**src/rtl/multdiv_ctrl.sv**
```systemverilog
// ---------------------------------------------------------------------------
// multdiv_ctrl
//
// Issue/writeback controller that sits in front of the multi-cycle multiplier
// and divider in the execute stage. It captures one request from decode,
// drives held operands and a one-cycle start pulse to the selected unit,
// stalls the pipeline while the unit works, and produces exactly one
// writeback. The writeback carries either the unit result to the destination
// register or an exception code to the status register.
//
// Cycle view of one operation (cycle 0 = start sampled in IDLE):
//   1      ISSUE : ctrl pulse, stall rises
//   2      WAIT  : first wait cycle, rdy ignored (may be left over from the
//                  previous operation)
//   k>=3   WAIT  : rdy seen -> WB in k+1, IDLE in k+2
//   TIMEOUT+2    : timeout writeback if rdy never arrives
// ---------------------------------------------------------------------------
module multdiv_ctrl #(
    parameter int TIMEOUT    = 48,
    parameter int STATUS_REG = 30,
    parameter int MULT_EXC   = 1,
    parameter int DIV_EXC    = 2,
    parameter int TO_EXC     = 3
) (
    input  logic        clock,
    input  logic        reset,
    input  logic        start_mult,
    input  logic        start_div,
    input  logic        flush,
    input  logic [31:0] op_a,
    input  logic [31:0] op_b,
    input  logic [4:0]  dest,
    input  logic [31:0] mult_result,
    input  logic        mult_exception,
    input  logic        mult_rdy,
    input  logic [31:0] div_result,
    input  logic        div_exception,
    input  logic        div_rdy,
    output logic [31:0] data_operandA,
    output logic [31:0] data_operandB,
    output logic        ctrl_MULT,
    output logic        ctrl_DIV,
    output logic        stall,
    output logic        wb_valid,
    output logic [4:0]  wb_reg,
    output logic [31:0] wb_data
);

    typedef enum logic [1:0] {
        IDLE  = 2'd0,
        ISSUE = 2'd1,
        WAIT  = 2'd2,
        WB    = 2'd3
    } stateT;

    // The wait counter is 6 bits and saturates at its maximum value.
    localparam logic [5:0] CNT_MAX      = 6'h3F;
    // Value of the counter during the last WAIT cycle before a timeout.
    localparam logic [5:0] TIMEOUT_LAST = 6'(TIMEOUT - 1);
    localparam logic [4:0] STATUS_IDX   = 5'(STATUS_REG);
    localparam logic [31:0] MULT_CODE   = 32'(MULT_EXC);
    localparam logic [31:0] DIV_CODE    = 32'(DIV_EXC);
    localparam logic [31:0] TO_CODE     = 32'(TO_EXC);

    stateT       state;
    logic [31:0] opAHold;
    logic [31:0] opBHold;
    logic [4:0]  destHold;
    logic        isDiv;
    logic [5:0]  waitCnt;
    logic        ctrlMultQ;
    logic        ctrlDivQ;
    logic        stallQ;
    logic        wbValidQ;
    logic [4:0]  wbRegQ;
    logic [31:0] wbDataQ;

    // Signals from the unit selected for the in-flight operation.
    logic        selRdy;
    logic [31:0] selResult;
    logic        selExc;
    logic [31:0] selExcCode;
    logic        rdyEligible;
    logic        timeoutHit;
    logic [5:0]  cntNext;

    // Select the active unit's handshake and derive the WAIT-state decisions.
    always_comb begin
        // NOTE: every signal written here gets a default first, so no path
        // leaves a value unassigned and no latch is inferred.
        selRdy     = mult_rdy;
        selResult  = mult_result;
        selExc     = mult_exception;
        selExcCode = MULT_CODE;
        if (isDiv) begin
            selRdy     = div_rdy;
            selResult  = div_result;
            selExc     = div_exception;
            selExcCode = DIV_CODE;
        end
        // The counter is zero only in the first WAIT cycle, where a rdy still
        // high from the previous operation must not be mistaken for ours.
        rdyEligible = (waitCnt != 6'd0);
        timeoutHit  = (waitCnt == TIMEOUT_LAST);
        cntNext     = (waitCnt == CNT_MAX) ? waitCnt : waitCnt + 6'd1;
    end

    // Controller state, operand hold registers and registered outputs.
    always_ff @(posedge clock or negedge reset) begin
        if (!reset) begin
            state     <= IDLE;
            opAHold   <= '0;
            opBHold   <= '0;
            destHold  <= '0;
            isDiv     <= 1'b0;
            waitCnt   <= '0;
            ctrlMultQ <= 1'b0;
            ctrlDivQ  <= 1'b0;
            stallQ    <= 1'b0;
            wbValidQ  <= 1'b0;
            wbRegQ    <= '0;
            wbDataQ   <= '0;
        end else begin
            // NOTE: state is updated with non-blocking assignments so every
            // register here sees the values from before this clock edge.
            // Pulses default low and are raised only on the cycle they apply.
            ctrlMultQ <= 1'b0;
            ctrlDivQ  <= 1'b0;
            wbValidQ  <= 1'b0;

            unique case (state)
                IDLE: begin
                    // flush outranks a start: the request is simply dropped.
                    if (!flush && (start_mult || start_div)) begin
                        opAHold   <= op_a;
                        opBHold   <= op_b;
                        destHold  <= dest;
                        // Both starts together is illegal; multiply wins.
                        isDiv     <= !start_mult;
                        ctrlMultQ <= start_mult;
                        ctrlDivQ  <= !start_mult;
                        stallQ    <= 1'b1;
                        state     <= ISSUE;
                    end
                end

                ISSUE: begin
                    if (flush) begin
                        stallQ <= 1'b0;
                        state  <= IDLE;
                    end else begin
                        waitCnt <= '0;
                        state   <= WAIT;
                    end
                end

                WAIT: begin
                    if (flush) begin
                        // Abandon the operation; a late result is never written.
                        stallQ <= 1'b0;
                        state  <= IDLE;
                    end else begin
                        waitCnt <= cntNext;
                        if (rdyEligible && selRdy) begin
                            state <= WB;
                            if (selExc) begin
                                wbValidQ <= 1'b1;
                                wbRegQ   <= STATUS_IDX;
                                wbDataQ  <= selExcCode;
                            end else begin
                                // A result destined for r0 is discarded.
                                wbValidQ <= (destHold != 5'd0);
                                wbRegQ   <= destHold;
                                wbDataQ  <= selResult;
                            end
                        end else if (timeoutHit) begin
                            state    <= WB;
                            wbValidQ <= 1'b1;
                            wbRegQ   <= STATUS_IDX;
                            wbDataQ  <= TO_CODE;
                        end
                    end
                end

                WB: begin
                    // Writeback lasts one cycle whether or not flush is high.
                    stallQ <= 1'b0;
                    state  <= IDLE;
                end

                default: begin
                    stallQ <= 1'b0;
                    state  <= IDLE;
                end
            endcase
        end
    end

    // Operands come straight from the hold registers, so they stay stable
    // while the divider latches them transparently during ctrl_DIV.
    assign data_operandA = opAHold;
    assign data_operandB = opBHold;
    assign stall         = stallQ;
    assign wb_reg        = wbRegQ;
    assign wb_data       = wbDataQ;

    // flush must kill a pulse or strobe that is already on the wires in the
    // current cycle, so the registered values are gated here.
    assign ctrl_MULT = ctrlMultQ && !flush;
    assign ctrl_DIV  = ctrlDivQ && !flush;
    assign wb_valid  = wbValidQ && !flush;

endmodule

```
**config.mk**
```make
export PLATFORM = sky130hd
export DESIGN_NAME = multdiv_ctrl
export DESIGN_NICKNAME = d
export VERILOG_FILES = /design/src/rtl/multdiv_ctrl.sv
export SDC_FILE = /design/constraint.sdc
export NUM_CORES = 1
export LEC_CHECK = 0
export CAP_MARGIN = 20
export CORE_MARGIN = 2
export CORE_UTILIZATION = 37
export DETAILED_ROUTE_END_ITERATION = 16
export HOLD_SLACK_MARGIN = 0.15
export MAX_ROUTING_LAYER = met4
export PLACE_DENSITY = 0.82
export SLEW_MARGIN = 20
export SYNTH_ARGS = -nofsm -noshare
export SYNTH_HDL_FRONTEND = slang
export SYNTH_SLANG_ARGS = --single-unit
```
**constraint.sdc**
```tcl
create_clock -name clock -period 1.8 [get_ports clock]
set_input_delay 0.54 -clock clock [delete_from_list [all_inputs] [get_ports clock]]
set_output_delay 0.54 -clock clock [all_outputs]
set_load 0.01 [all_outputs]
```
## Word-level counts from Yosys, hierarchy flattened

Cells that the tools add are included.

| storage, ports and cells | value |
|---|---|
| register bits | 119 |
| bits of input ports | 142 |
| logic and storage cells | 76 |

| operators by class | value |
|---|---|
| bitwise operators | 1 |
| reduce and logical (&&, ||, !) cells | 19 |
| mux-type cells | 32 |
| add/sub/neg operators | 1 |
| equal/unequal tests | 11 |

Operator list:

| kind | number |
|---|---|
| 32-bit 2-to-1 mux | 4 |
| 6-bit 2-to-1 mux | 3 |
| 5-bit 2-to-1 mux | 3 |
| 1-bit 2-to-1 mux | 13 |
| 6-bit == test (second input constant) | 2 |
| 2-bit 2-to-1 mux | 6 |
| 6-bit one-hot mux with 2 select lines | 1 |
| 2-bit inequality test (second input constant) | 4 |
| 2-bit one-hot mux with 4 select lines | 1 |
| 6-bit by 1-bit adder with 6-bit output (second input constant) | 1 |
| 2-bit AND reduction | 3 |
| 6-bit nonzero test | 1 |
| 1-bit logical AND | 5 |
| 5-bit nonzero test | 1 |
| 2-bit == test (second input constant) | 2 |
| 4-bit inequality test (second input constant) | 1 |
| 4-bit AND reduction | 1 |
| 2-bit nonzero test | 2 |
| 1-bit one-hot mux with 3 select lines | 1 |
| 3-bit AND reduction | 1 |
| 2-bit by 1-bit == test with 1-bit output (second input constant) | 1 |
| 1-bit zero test | 2 |
| 2-bit zero test | 1 |
| 2-bit by 1-bit inequality test with 1-bit output (second input constant) | 1 |
| 3 further kinds | 3 |

## Logic depth before layout (Yosys ltp)

| logic depth | value |
|---|---|
| depth in word-level cells | 5 |
| depth in mapped cells | 8 |

## Worst setup path after synthesis

No wires, ideal clock.

| path | value |
|---|---|
| path type | input to register |
| start point | input flush |
| end point | register opAHold[0], in the netlist data_operandA[0] |
| stages | 5 |
| arrival | 1619 ps |
| slack | 57 ps |
| data required time | 1675 ps |
| path buffers | 3 |
| library setup time | 125 ps |
| cells stage by stage | clkbuf_1 nor3b_1 buf_2 buf_2 mux2_2 |

| on the way | value |
|---|---|
| word-level cells in the longest chain between the ends | 3 |

RTL lines:

| element | line | RTL |
|---|---|---|
| start: declaration | 29 | `input logic flush,` |
| 1-bit zero test | 134 | `if (!flush && (start_mult \|\| start_div)) begin` |
| 1-bit logical AND | 134 |  |
| 2-bit AND reduction (no line) | n/a |  |
| end signal: assignment | 135 | `opAHold <= op_a;` |
| end: declaration | 66 | `logic [31:0] opAHold;` |

Every way passes these cells.
A chain may end at the register's enable or synchronous reset.

## Final worst setup path

| path | value |
|---|---|
| start point | input div_rdy |
| end point | register state[1] |

| on the way | value |
|---|---|
| word-level cells in the longest chain between the ends | 5 |

RTL lines:

| element | line | RTL |
|---|---|---|
| start: declaration | 38 | `input logic div_rdy,` |
| 1-bit 2-to-1 mux * | 95 | `if (isDiv) begin` |
| 1-bit logical AND * | 164 | `if (rdyEligible && selRdy) begin` |
| 2-bit 2-to-1 mux | 164 |  |
| 2-bit 2-to-1 mux | 158 | `if (flush) begin` |
| 2-bit one-hot mux with 4 select lines | 131 | `unique case (state)` |
| end signal: assignment | 143 | `state <= ISSUE;` |
| end signal: assignment | 161 | `state <= IDLE;` |
| end signal: assignment | 165 | `state <= WB;` |
| end: declaration | 65 | `stateT state;` |

Mark *: on every way between the ends. The rest lies on a longest branch, timed or not.

==> results.toml <==
[status]
status = "finished, final reports clean"

[synth]
synth_edf_count = 0
synth_compound_area_share_pct = 9.597
synth_fp_nets = 503
muxShareOfSynthArea_pct = 22.75
yosys_warnings = 0
syn_area_mm2 = 0.005032
synth-simple-area-share_pct = 3.928
synthXorXnorAreaFrac_pct = 0
synthDistinctLibCells = 40
syn-instance-count = 355
synth_fa_ha_area_share_pct = 1.492
ys.flop_type = "dfrtp_1"
syn_area_per_cell_um2 = 14.18
synth_top_family_by_area = "multiplexers"
ys_seq_elements = 119
yosysSeqAreaShare_pct = 59.17
async_reset_ff_share_pct = 100.0

[global_route]
grt_antenna_before_repair = 1
grt_pass1_vias = 4528
grtUsageTotal_pct = 20.71
grt_max_degree = 51
grt_pass1_wl_um = 22430
grt_overflow_total = 0

[routing]
firstDrtPassIters = 4
avgViaCountPerCell = 4.921
ant_nets = 0
vias = 4040
drtIter0Drc = 156
routed_wl_um = 14380
drt-wirelength-per-cell_um = 17.51
drc_errors = 0

[die]
die-area_mm2 = 0.01455
core.rowCount = 42
die_h_um = 120.6
start_util_pct = 38.00
die_w_um = 120.6
core_mm2 = 0.01324
ios = 247

[sta]
hold_violations = 0
rsz0062_at_grt = "no"
slew-limit-headroom_pct = 64.07
tightest_slew_ns = 0.5390
fin_crit_sh_pct = 97.53
tns_ns = 0
setup_ws_ns = 0.04452
clock.fmax_mhz = 569.6
min_period_ns = 1.755
setup-violations-final = 0
skew_ns = 0.005355
slew_viol_final = 0

[pwr]
power_leakage_nw = 3.968
ir_drop_mv = 0.9060
power_density_mw_per_mm2 = 1477

[clock_tree]
cts_tree = "yes"
clk_path_buf_depth = 2
cts_made_buffers = 17
clock-sinks = 119
insertion_delay_ns = 0.41
path_clk_slew_ns = 0.06
clockRootBuffer = "clkbuf_16"
cts_max_level = 4

[worst_setup_path]
critPathCaptureType = "flip-flop"
path_buf_inv = 1
slowest_stage = "clkdlybuf4s50_1"
r2r_slack_ns = 0.05
critPathTopFamily = "multiplexers"
critical_path.max_fanout = 2
cpPeakStageDelay_ns = 0.39
worstPathRequired_ns = 2.10
path_class = "in2reg"
cp_cell_sequence = "clkdlybuf4s50_1, mux2i_1, a21oi_1, o31a_1, mux2_4"
critPathArrivalTime_ns = 2.05
worstSetupStartpointType = "input port"

[run]
cap_violations = 0

[cells_and_area]
drive_gt1_share_pct = 23.45
fin_area_mm2 = 0.008483
area_growth_pct = 68.57
layout_commonest_cell = "clkdlybuf4s50_1"
final_util_pct = 64.06
seqCellArea_mm2 = 0.002979
num-fill-cells = 1068
layout.nets = 779
final_cell_mix = "clkdlybuf4s50_1 (139), dfrtp_1 (118), dlygate4sd2_1 (103), mux2_2 (71), mux2i_1 (33)"
multi_input_area_mm2 = 0.001946
final_cells = 821

[place]
dp_cells = 786
pre_cts_ws_ns = -0.5710
placed_area_mm2 = 0.007923
place.gp.congestion = 0.8099
place_hpwl_um = 11170
portBuffers = 246

[worst_hold_path]
worstHoldPathType = "reg2reg"
==> cell usage after synthesis, types with 2 or more instances <==
library cell / n / area [µm²]
nand2b_1: 2 / 12.51
buf_1: 2 / 7.510
a21oi_1: 3 / 15.01
and3_1: 2 / 12.51
nor3b_1: 2 / 15.01
clkbuf_1: 3 / 11.26
o2bb2ai_1: 30 / 262.8
buf_2: 12 / 60.06
buf_6: 2 / 22.52
nand2_1: 4 / 15.01
inv_1: 12 / 45.04
a2bb2oi_1: 5 / 43.79
dfrtp_1: 119 / 2978
mux2i_1: 33 / 330.3
mux2_2: 71 / 799.5
a22oi_1: 2 / 15.01
nor2_1: 13 / 48.80
nand3_1: 3 / 15.01
o21ai_0: 5 / 25.02
ha_1: 6 / 75.07
nor2b_1: 5 / 31.28
==> power breakdown <==
| group | total, W | internal (W) | switching [W] |
|---|---|---|---|
| sequential | 0.00432 | 0.00374 | 0.000587 |
| combinational | 0.00464 | 0.00261 | 0.00203 |
| clock | 0.00356 | 0.00232 | 0.00124 |
| total | 0.0125 | 0.00867 | 0.00385 |
==> path summary, 6_finish.rpt <==
kind,cells past startpoint,endpoint,startpoint
min in group asynchronous,2,data_operandB[20],reset
setup reg to reg,6,waitCnt[0],waitCnt[1]
hold / removal,1,wb_data[26],wb_data[26]
max in group asynchronous,3,isDiv,reset
hold reg to reg,1,wb_data[26],wb_data[26]
setup / recovery,5,state[1],div_rdy
==> area by class of cell <==
cell class / instances / share of cell area, %
inverter: 12 / 0.5310
clock inverter: 15 / 2.389
timing repair buffer: 277 / 31.39
sequential: 119 / 35.12
tap: 176 / 2.596
antenna: 1 / 0.02950
multi-input combinational: 204 / 22.94
clock buffer: 17 / 5.015
==> per-stage QoR <==
step                      hold slack (ns)  total power, W
after global routing               0.5003         0.01322
final                              0.4866         0.01253
after CTS                          0.4858         0.01267
after detailed placement           0.4403        0.009743
after floorplan                    0.2444        0.006697
after global placement             0.4375        0.009483
==> per-layer routing <==
layer / routed length [µm] / up-vias / GRT usage, % / part of all wire [%]
li1: - / 1848 / - / -
met1: 5374 / 1973 / 21.35 / 37
met2: 7347 / 194 / 35.17 / 51
met3: 1323 / 25 / 8.113 / 9.2
met4: 331 / 0 / 8.866 / 2.3
met5: 0 / - / - / 0
==> logic make-up (layout without fill, tap and decap cells) <==
| logic type | after synthesis | count (layout) |
|---|---|---|
| flops | 119 | 119 |
| mux | 105 | 105 |
| compound gates | 57 | 57 |
| simple gates | 36 | 36 |
| buf+inv | 32 | 321 |
| fa+ha+maj | 6 | 6 |
| other cells | 0 | 1 |
==> what timing repair did <==
item / 4_1_cts / 5_1_grt
pin swaps: 0 / 1
gates resized for setup: 110 / 11
hold buffers: 1 / 0
gates cloned: 0 / 0
setup buffers: 0 / 1
endpoints found under the setup margin: 211 / 82
hold endpoints to repair: 14 / 0
No activity file was read; power rests on OpenSTA's default activity.
